$ cat config.mk
export PLATFORM = sky130hd
export DESIGN_NAME = relu_maxpool2
export DESIGN_NICKNAME = d
export VERILOG_FILES = /design/src/rtl/relu_maxpool2.sv
export SDC_FILE = /design/constraint.sdc
export NUM_CORES = 1
export LEC_CHECK = 0
export ABC_CLOCK_PERIOD_IN_PS = 5670
export BUFFER_PORTS_ARGS = -buffer_cell sky130_fd_sc_hd__buf_4
export CORE_AREA = 3 3 156 158
export DETAILED_ROUTE_END_ITERATION = 12
export DIE_AREA = 0 0 159 161
export GPL_TIMING_DRIVEN = 0
export SLEW_MARGIN = 20
export SYNTH_ARGS = -nofsm -noshare
export SYNTH_HDL_FRONTEND = slang
export SYNTH_SLANG_ARGS = --single-unit
export TNS_END_PERCENT = 5
$ cat constraint.sdc
create_clock -name clk -period 5.67 [get_ports clk]
set_clock_uncertainty 0.15 [all_clocks]
set_input_delay 0.2835 -clock clk [delete_from_list [all_inputs] [get_ports clk]]
set_output_delay 0.2835 -clock clk [all_outputs]
set_load 0.005 [all_outputs]
$ cat src/rtl/relu_maxpool2.sv
// Requantise conv2 results, apply optional ReLU, and 2x2 stride-2 max-pool in raster order.
// Define RELU_MAXPOOL2_RELU_EN to clamp negative activations to zero before pooling.
module relu_maxpool2 #(
  parameter int unsigned DATA_W = 30,
  parameter int unsigned OUT_W  = 22,
  parameter int unsigned SHIFT  = 8,
  parameter int unsigned MAP_W  = 8,
  parameter int unsigned MAP_H  = 8
) (
  input  logic              clk,
  input  logic              rst_n,
  input  logic              start,
  input  logic [DATA_W-1:0] in_data,
  input  logic              in_valid,
  output logic              in_ready,
  output logic [OUT_W-1:0]  out_data,
  output logic              out_valid,
  input  logic              out_ready,
  output logic              done_pool
);

  localparam int unsigned CW     = (MAP_W > 1) ? $clog2(MAP_W) : 1;
  localparam int unsigned RW     = (MAP_H > 1) ? $clog2(MAP_H) : 1;
  localparam int unsigned HALF_W = MAP_W / 2;
  localparam int unsigned LW     = (HALF_W > 1) ? $clog2(HALF_W) : 1;

  localparam logic signed [DATA_W-1:0] SAT_MAX = {{(DATA_W-OUT_W+1){1'b0}}, {(OUT_W-1){1'b1}}};
  localparam logic signed [DATA_W-1:0] SAT_MIN = {{(DATA_W-OUT_W+1){1'b1}}, {(OUT_W-1){1'b0}}};

  function automatic logic signed [OUT_W-1:0] smax(input logic signed [OUT_W-1:0] a,
                                                  input logic signed [OUT_W-1:0] b);
    return (a > b) ? a : b;
  endfunction

  logic [CW-1:0]           col_q, col_d, eff_col;
  logic [RW-1:0]           row_q, row_d, eff_row;
  logic signed [OUT_W-1:0] hold_q, hold_d;
  logic signed [OUT_W-1:0] linebuf_q [HALF_W];
  logic [OUT_W-1:0]        out_data_q, out_data_d;
  logic                    out_valid_q, out_valid_d;
  logic                    last_q, last_d;
  logic                    done_q, done_d;

  logic signed [DATA_W-1:0] shifted;
  logic signed [OUT_W-1:0]  sat_val, r_val, pair_max, quad_max;
  logic                     accept, emit, lb_we, last_pix;
  logic [LW-1:0]            lb_idx;

  assign in_ready  = !out_valid_q || out_ready;
  assign out_data  = out_data_q;
  assign out_valid = out_valid_q;
  assign done_pool = done_q;

  assign accept = in_valid && in_ready;

  // A pixel accepted together with start is placed at (0,0).
  assign eff_col = start ? '0 : col_q;
  assign eff_row = start ? '0 : row_q;

  always_comb begin
    shifted = $signed(in_data) >>> SHIFT;
    if (shifted > SAT_MAX) begin
      sat_val = SAT_MAX[OUT_W-1:0];
    end else if (shifted < SAT_MIN) begin
      sat_val = SAT_MIN[OUT_W-1:0];
    end else begin
      sat_val = shifted[OUT_W-1:0];
    end
  end

`ifdef RELU_MAXPOOL2_RELU_EN
  assign r_val = sat_val[OUT_W-1] ? '0 : sat_val;
`else
  assign r_val = sat_val;
`endif

  assign lb_idx   = LW'(eff_col >> 1);
  assign pair_max = smax(hold_q, r_val);
  assign quad_max = smax(linebuf_q[lb_idx], pair_max);
  assign lb_we    = accept && !eff_row[0] && eff_col[0];
  assign emit     = accept && eff_row[0] && eff_col[0];
  assign last_pix = (eff_col == CW'(MAP_W - 1)) && (eff_row == RW'(MAP_H - 1));

  always_comb begin
    col_d  = eff_col;
    row_d  = eff_row;
    hold_d = start ? '0 : hold_q;
    if (accept) begin
      if (!eff_col[0]) begin
        hold_d = r_val;
      end
      if (eff_col == CW'(MAP_W - 1)) begin
        col_d = '0;
        row_d = (eff_row == RW'(MAP_H - 1)) ? '0 : eff_row + 1'b1;
      end else begin
        col_d = eff_col + 1'b1;
      end
    end
  end

  always_comb begin
    out_valid_d = out_valid_q;
    out_data_d  = out_data_q;
    last_d      = last_q;
    if (out_ready) begin
      out_valid_d = 1'b0;
    end
    if (emit) begin
      out_valid_d = 1'b1;
      out_data_d  = quad_max;
      last_d      = last_pix;
    end
    if (start) begin
      out_valid_d = 1'b0;
    end
    done_d = !start && out_valid_q && out_ready && last_q;
  end

  always_ff @(posedge clk or negedge rst_n) begin
    if (!rst_n) begin
      col_q       <= '0;
      row_q       <= '0;
      hold_q      <= '0;
      out_data_q  <= '0;
      out_valid_q <= 1'b0;
      last_q      <= 1'b0;
      done_q      <= 1'b0;
    end else begin
      col_q       <= col_d;
      row_q       <= row_d;
      hold_q      <= hold_d;
      out_data_q  <= out_data_d;
      out_valid_q <= out_valid_d;
      last_q      <= last_d;
      done_q      <= done_d;
    end
  end

  // Line buffer holds the even-row pair maxima; contents need no reset.
  always_ff @(posedge clk) begin
    if (lb_we) begin
      linebuf_q[lb_idx] <= pair_max;
    end
  end

endmodule

# Yosys cells after proc, flatten, opt, wreduce, memory -nomap -nowiden
# Memory sizes are Yosys's and may differ from the RTL's.
# Cells that the tools add are included.
# word_totals
regBits	53
ramBits	88
in_bits	35
output_inout_bits	25
wordCells	49
memories	1
# classes
addsub	2
order_cmp	4
n_eq_ne	2
n_mux	19
reduce_logical	14
# memory_table
memory	words	width	rd	rd_clocked_by_memory_dff	write_ports	line_no	source
linebuf_q	4	22	1	0	1	38	logic signed [OUT_W-1:0] linebuf_q [HALF_W];
# ops
op	count
22-bit 2-to-1 mux	7
22-bit greater-than comparator	2
22-bit greater-than comparator, second input constant	1
22-bit < comparator, second input constant	1
3-bit 2-to-1 mux	7
1-bit logical AND	9
3-bit by 1-bit adder with 3-bit output, second input constant	2
3-bit == test, second input constant	2
1-bit 2-to-1 mux	5
1-bit logical NOT	3
3-bit nonzero test	1
1-bit logical OR	1

# Depth between registers and ports, before layout
# logic_depth
word_depth	7
ltp_mapped	19
ltp_nobuf	17

# Worst setup path after synthesis
# OpenSTA, ideal clock, no wires.
# synth_timing
path_kind	register to register
start	register hold_q[17]
end	register out_data_q[19] (netlist: out_data[19])
setup_ns	0.074
t_arrival_ns	4.262
t_required_ns	5.446
path_slack_ns	1.184
stages_incl_launch_ff	18
n_path_buf	2
period_less_slack_ns	4.486
cell_sequence	dfrtp_1 > ha_1 > a21oi_1 > o21bai_1 > a2111oi_0 > a31oi_1 > o21ai_2 > buf_6 > mux2i_1 > ha_1 > and4_1 > o21a_1 > o31a_1 > o41a_1 > a2111oi_4 > buf_6 > a22oi_1 > o21ai_2
# synth_via
elab_chain_len	4
# synth_rtl
element	line_no	source
start, declared	37	logic signed [OUT_W-1:0] hold_q, hold_d;
start signal, assigned	131	hold_q <= hold_d;
22-bit greater-than comparator	32	return (a > b) ? a : b;
22-bit 2-to-1 mux (*)	32	
22-bit greater-than comparator	32	
22-bit 2-to-1 mux (*)	32	
end signal, assigned	132	out_data_q <= out_data_d;
end, declared	39	logic [OUT_W-1:0] out_data_q, out_data_d;
# Every way passes the cells marked *; elsewhere a longest branch is shown, timed or not.
# A chain may end at the register's enable or synchronous reset.

# Final worst setup path
# layout_timing
start	register col_q[2]
end	register out_data_q[14] (netlist: out_data[14])
# layout_via
elab_chain_len	4
# layout_rtl
element	line_no	source
start, declared	35	logic [CW-1:0] col_q, col_d, eff_col;
start signal, assigned	129	col_q <= col_d;
3-bit 2-to-1 mux (*)	57	assign eff_col = start ? '0 : col_q;
memory 4 x 22 bit (*)	--	
22-bit greater-than comparator	32	
22-bit 2-to-1 mux (*)	32	
# Marked as above.

==> impl_metrics.yaml <==
status:
  status: "complete, no violations"
worst_hold_path:
  holdPathStages: 3
  whs_endpoint: "col_q[0]$_DFF_PN0_"
  min-delay-start: "in_valid"
  hp-class: "in -> reg"
clock_network:
  cts_root_buf: "clkbuf_16"
  clk_latency_ns: 0.43
  h-tree-depth: 4
  cts_buffers: 17
  clock_path_buffers: 2
  clk_pin_slew_ns: 0.06
  cts_tree: "yes"
  clock-sinks: 141
floorplan:
  num_rows: 56
  die_w_um: 159
  pin_count: 60
  die_h_um: 161
  core_area_um2: 23260
  fp.dieArea_um2: 25600
  initial_core_util_pct: 29.72
synthesis:
  synth.avg_cell_area_um2: 11.84
  synthDistinctLibCells: 50
  synthesis.area_um2: 6913
  synth_top_area_share_pct: 38.23
  synth_enable_flop_cells: 88
  synthCells: 584
  synth_area_leaders: "edfxtp_1, dfrtp_1, ha_1"
  synth_most_common_cell: "edfxtp_1"
  synth_top_cell_by_area: "edfxtp_1"
  ys_async_sr_fraction_pct: 37.59
  dominantRegCellSynth: "edfxtp_1"
  synth_top_cells_by_count: "edfxtp_1, nand2_1, a22oi_1"
  synth_nets: 667
  ys_seq_area_share_pct: 57.41
  yosys_warnings: 0
  ys_ff_latch: 141
worst_setup_path:
  worstSetupPathType: "reg -> reg"
  reg2reg_depth: 17
  reg2reg_from: "col_q[2]$_DFF_PN0_"
  reg2reg_to: "out_data[14]$_DFFE_PN0P_"
  end_kind: "flip-flop"
  reg2reg_slack_ns: 0.44
  crit_path_start_kind: "flip-flop"
  worstPathMaxFanout: 10
  critical_path_required_ns: 5.80
  cp.arrival_ns: 5.36
layout:
  num_antenna_cells: 0
  multi_input_area_um2: 2648
  regArea_um2: 3969
  area_delta_synth_final_pct: 26.41
  drive_gt1_share_pct: 17.55
  nets: 771
  fillCellCount: 2346
global_routing:
  grt_use_total_pct: 14.13
  grt_pass1_vias: 4887
  grt_pass1_wl_mm: 27.60
  grt_max_degree: 54
  antenna_found_initial: 0
  overflow: 0
sta:
  period_share_pct: 92.28
  fin_ws_ns: 0.4375
  rsz0062_at_grt: "false"
  period_needed_ns: 5.233
  slew_headroom_pct: 30.49
  hold_viol: 0
  fin_tns_setup_ns: 0
  max_freq_mhz: 191.1
  worstMarginPinSlew_ns: 1.039
  slew_violations: 0
  setup_viol: 0
drt:
  drt_wl_total_mm: 17.53
  drtAntennaViolNets: 0
  firstDrtPassIters: 5
  first_iter_violations: 276
  viasPerCell: 4.755
  drc: 0
  vias: 4850
  wl_per_cell_um: 17.19
place:
  place_congestion: 0.7673
  portBuffers: 51
  dp_hpwl_mm: 12.76
  dp_slack_ns: 0.3399
pwr:
  vdd_drop_max_mv: 0.2251
  power_uw: 2862
  p_per_area_nw_per_um2: 327.5
  p_leak_uw: 0.003677
flow_run:
  maxCapViolCount: 0
[cells in the final DEF, fill, tap and decap left out, drive strengths merged, types with 26 or more instances in the layout]
cell and count:
o21ai 52, clkbuf 42, nand2 56, mux2i 27, ha 48, a22oi 56
nand2b 26, dfrtp 53, buf 68, inv 54, edfxtp 88
[state kept, by name, summed over array words and instances, names as in the netlist]
| signal | count |
|---|---|
| linebuf_q | 88 |
| hold_q | 22 |
| out_data | 22 |
| col_q | 3 |
| row_q | 3 |
| done_pool | 1 |
| last_q | 1 |
| out_valid | 1 |
[how the worst max path moves through the flow]
| stage | slack (ns) | endpoint | startpoint | depth (start not counted) |
|---|---|---|---|---|
| after global routing | 0.002 | out_data[13]$_DFFE_PN0P_ | in_data[25] | 20 |
| after CTS | 0.25 | out_data[14]$_DFFE_PN0P_ | in_data[25] | 20 |
| after global placement | 0.40 | out_data[14]$_DFFE_PN0P_ | in_data[25] | 19 |
| after detailed placement | 0.34 | out_data[14]$_DFFE_PN0P_ | in_data[25] | 19 |
| after floorplan | 1.18 | out_data[19]$_DFFE_PN0P_ | hold_q[17]$_DFF_PN0_ | 17 |
| final | 0.44 | out_data[14]$_DFFE_PN0P_ | col_q[2]$_DFF_PN0_ | 17 |
[critical path, cell delays in order, from the launching register on]
cell and delay (ns):
dfrtp_1 0.35, clkbuf_1 0.16, nand2b_1 0.10, clkbuf_1 0.38, inv_1 0.16, nor2_1 0.76
clkbuf_1 0.56, a22oi_1 0.14, nand2_1 0.17, ha_1 0.25, and4_1 0.21, o21a_1 0.10
o31a_1 0.26, o41a_1 0.46, a21o_2 0.21, o21bai_2 0.18, clkbuf_2 0.33, o21ai_0 0.14
[layout make-up]
cell class / count / share of cell area (%)
Timing Repair Buffer: 85 / 8.348
Clock buffer: 22 / 5.427
Inverter: 53 / 2.277
Buffer: 27 / 1.561
Tap cell: 319 / 4.568
Sequential cell: 141 / 45.42
Clock inverter: 10 / 2.105
Multi-Input combinational cell: 363 / 30.30
[timing repair]
action                                  in CTS  in global routing
setup buffers                                0                  0
gates resized for setup                      0                  5
hold buffers                                24                  0
endpoints found under the setup margin       0                 21
hold endpoints to repair                    76                  0
[logic make-up after synthesis]
| logic type | Yosys count | share of synthesized area, % |
|---|---|---|
| buffers and inverters | 80 | 4.851 |
| muxes | 29 | 4.235 |
| DFF | 141 | 57.41 |
| AOI/OAI and AO/OA | 152 | 14.90 |
| xor gates and xnor gates | 2 | 0.2534 |
| adders and majority gates | 48 | 8.688 |
| and+or+nand+nor | 132 | 9.665 |
[stage by stage]
step,hold WS [ns],instances,instance area [um2],util (%)
after CTS,0.004794,1020,8722,37.49
after global routing,0.02552,1020,8738,37.56
after detailed placement,0.2667,964,7824,33.63
after global placement,0.2704,954,7695,33.08
final,0.01951,1020,8738,37.56
after floorplan,-0.1621,584,6913,-
[layer usage]
metal  global-route usage (%)  up-vias  wire length [um]
met4                    4.019        0               195
met5                        0        -                 0
met2                    22.81      128              8263
li1                         -     2356                 -
met1                    19.21     2348              8225
met3                    3.206       18               847
[report_power, final]
group / switching, uW / total [uW] / internal, uW / leakage [uW]
clock: 427 / 1240 / 815 / 0.000317
sequential: 18.0 / 1170 / 1160 / 0.00151
combinational: 278 / 445 / 167 / 0.00185
(Power assumes the default switching activity.)
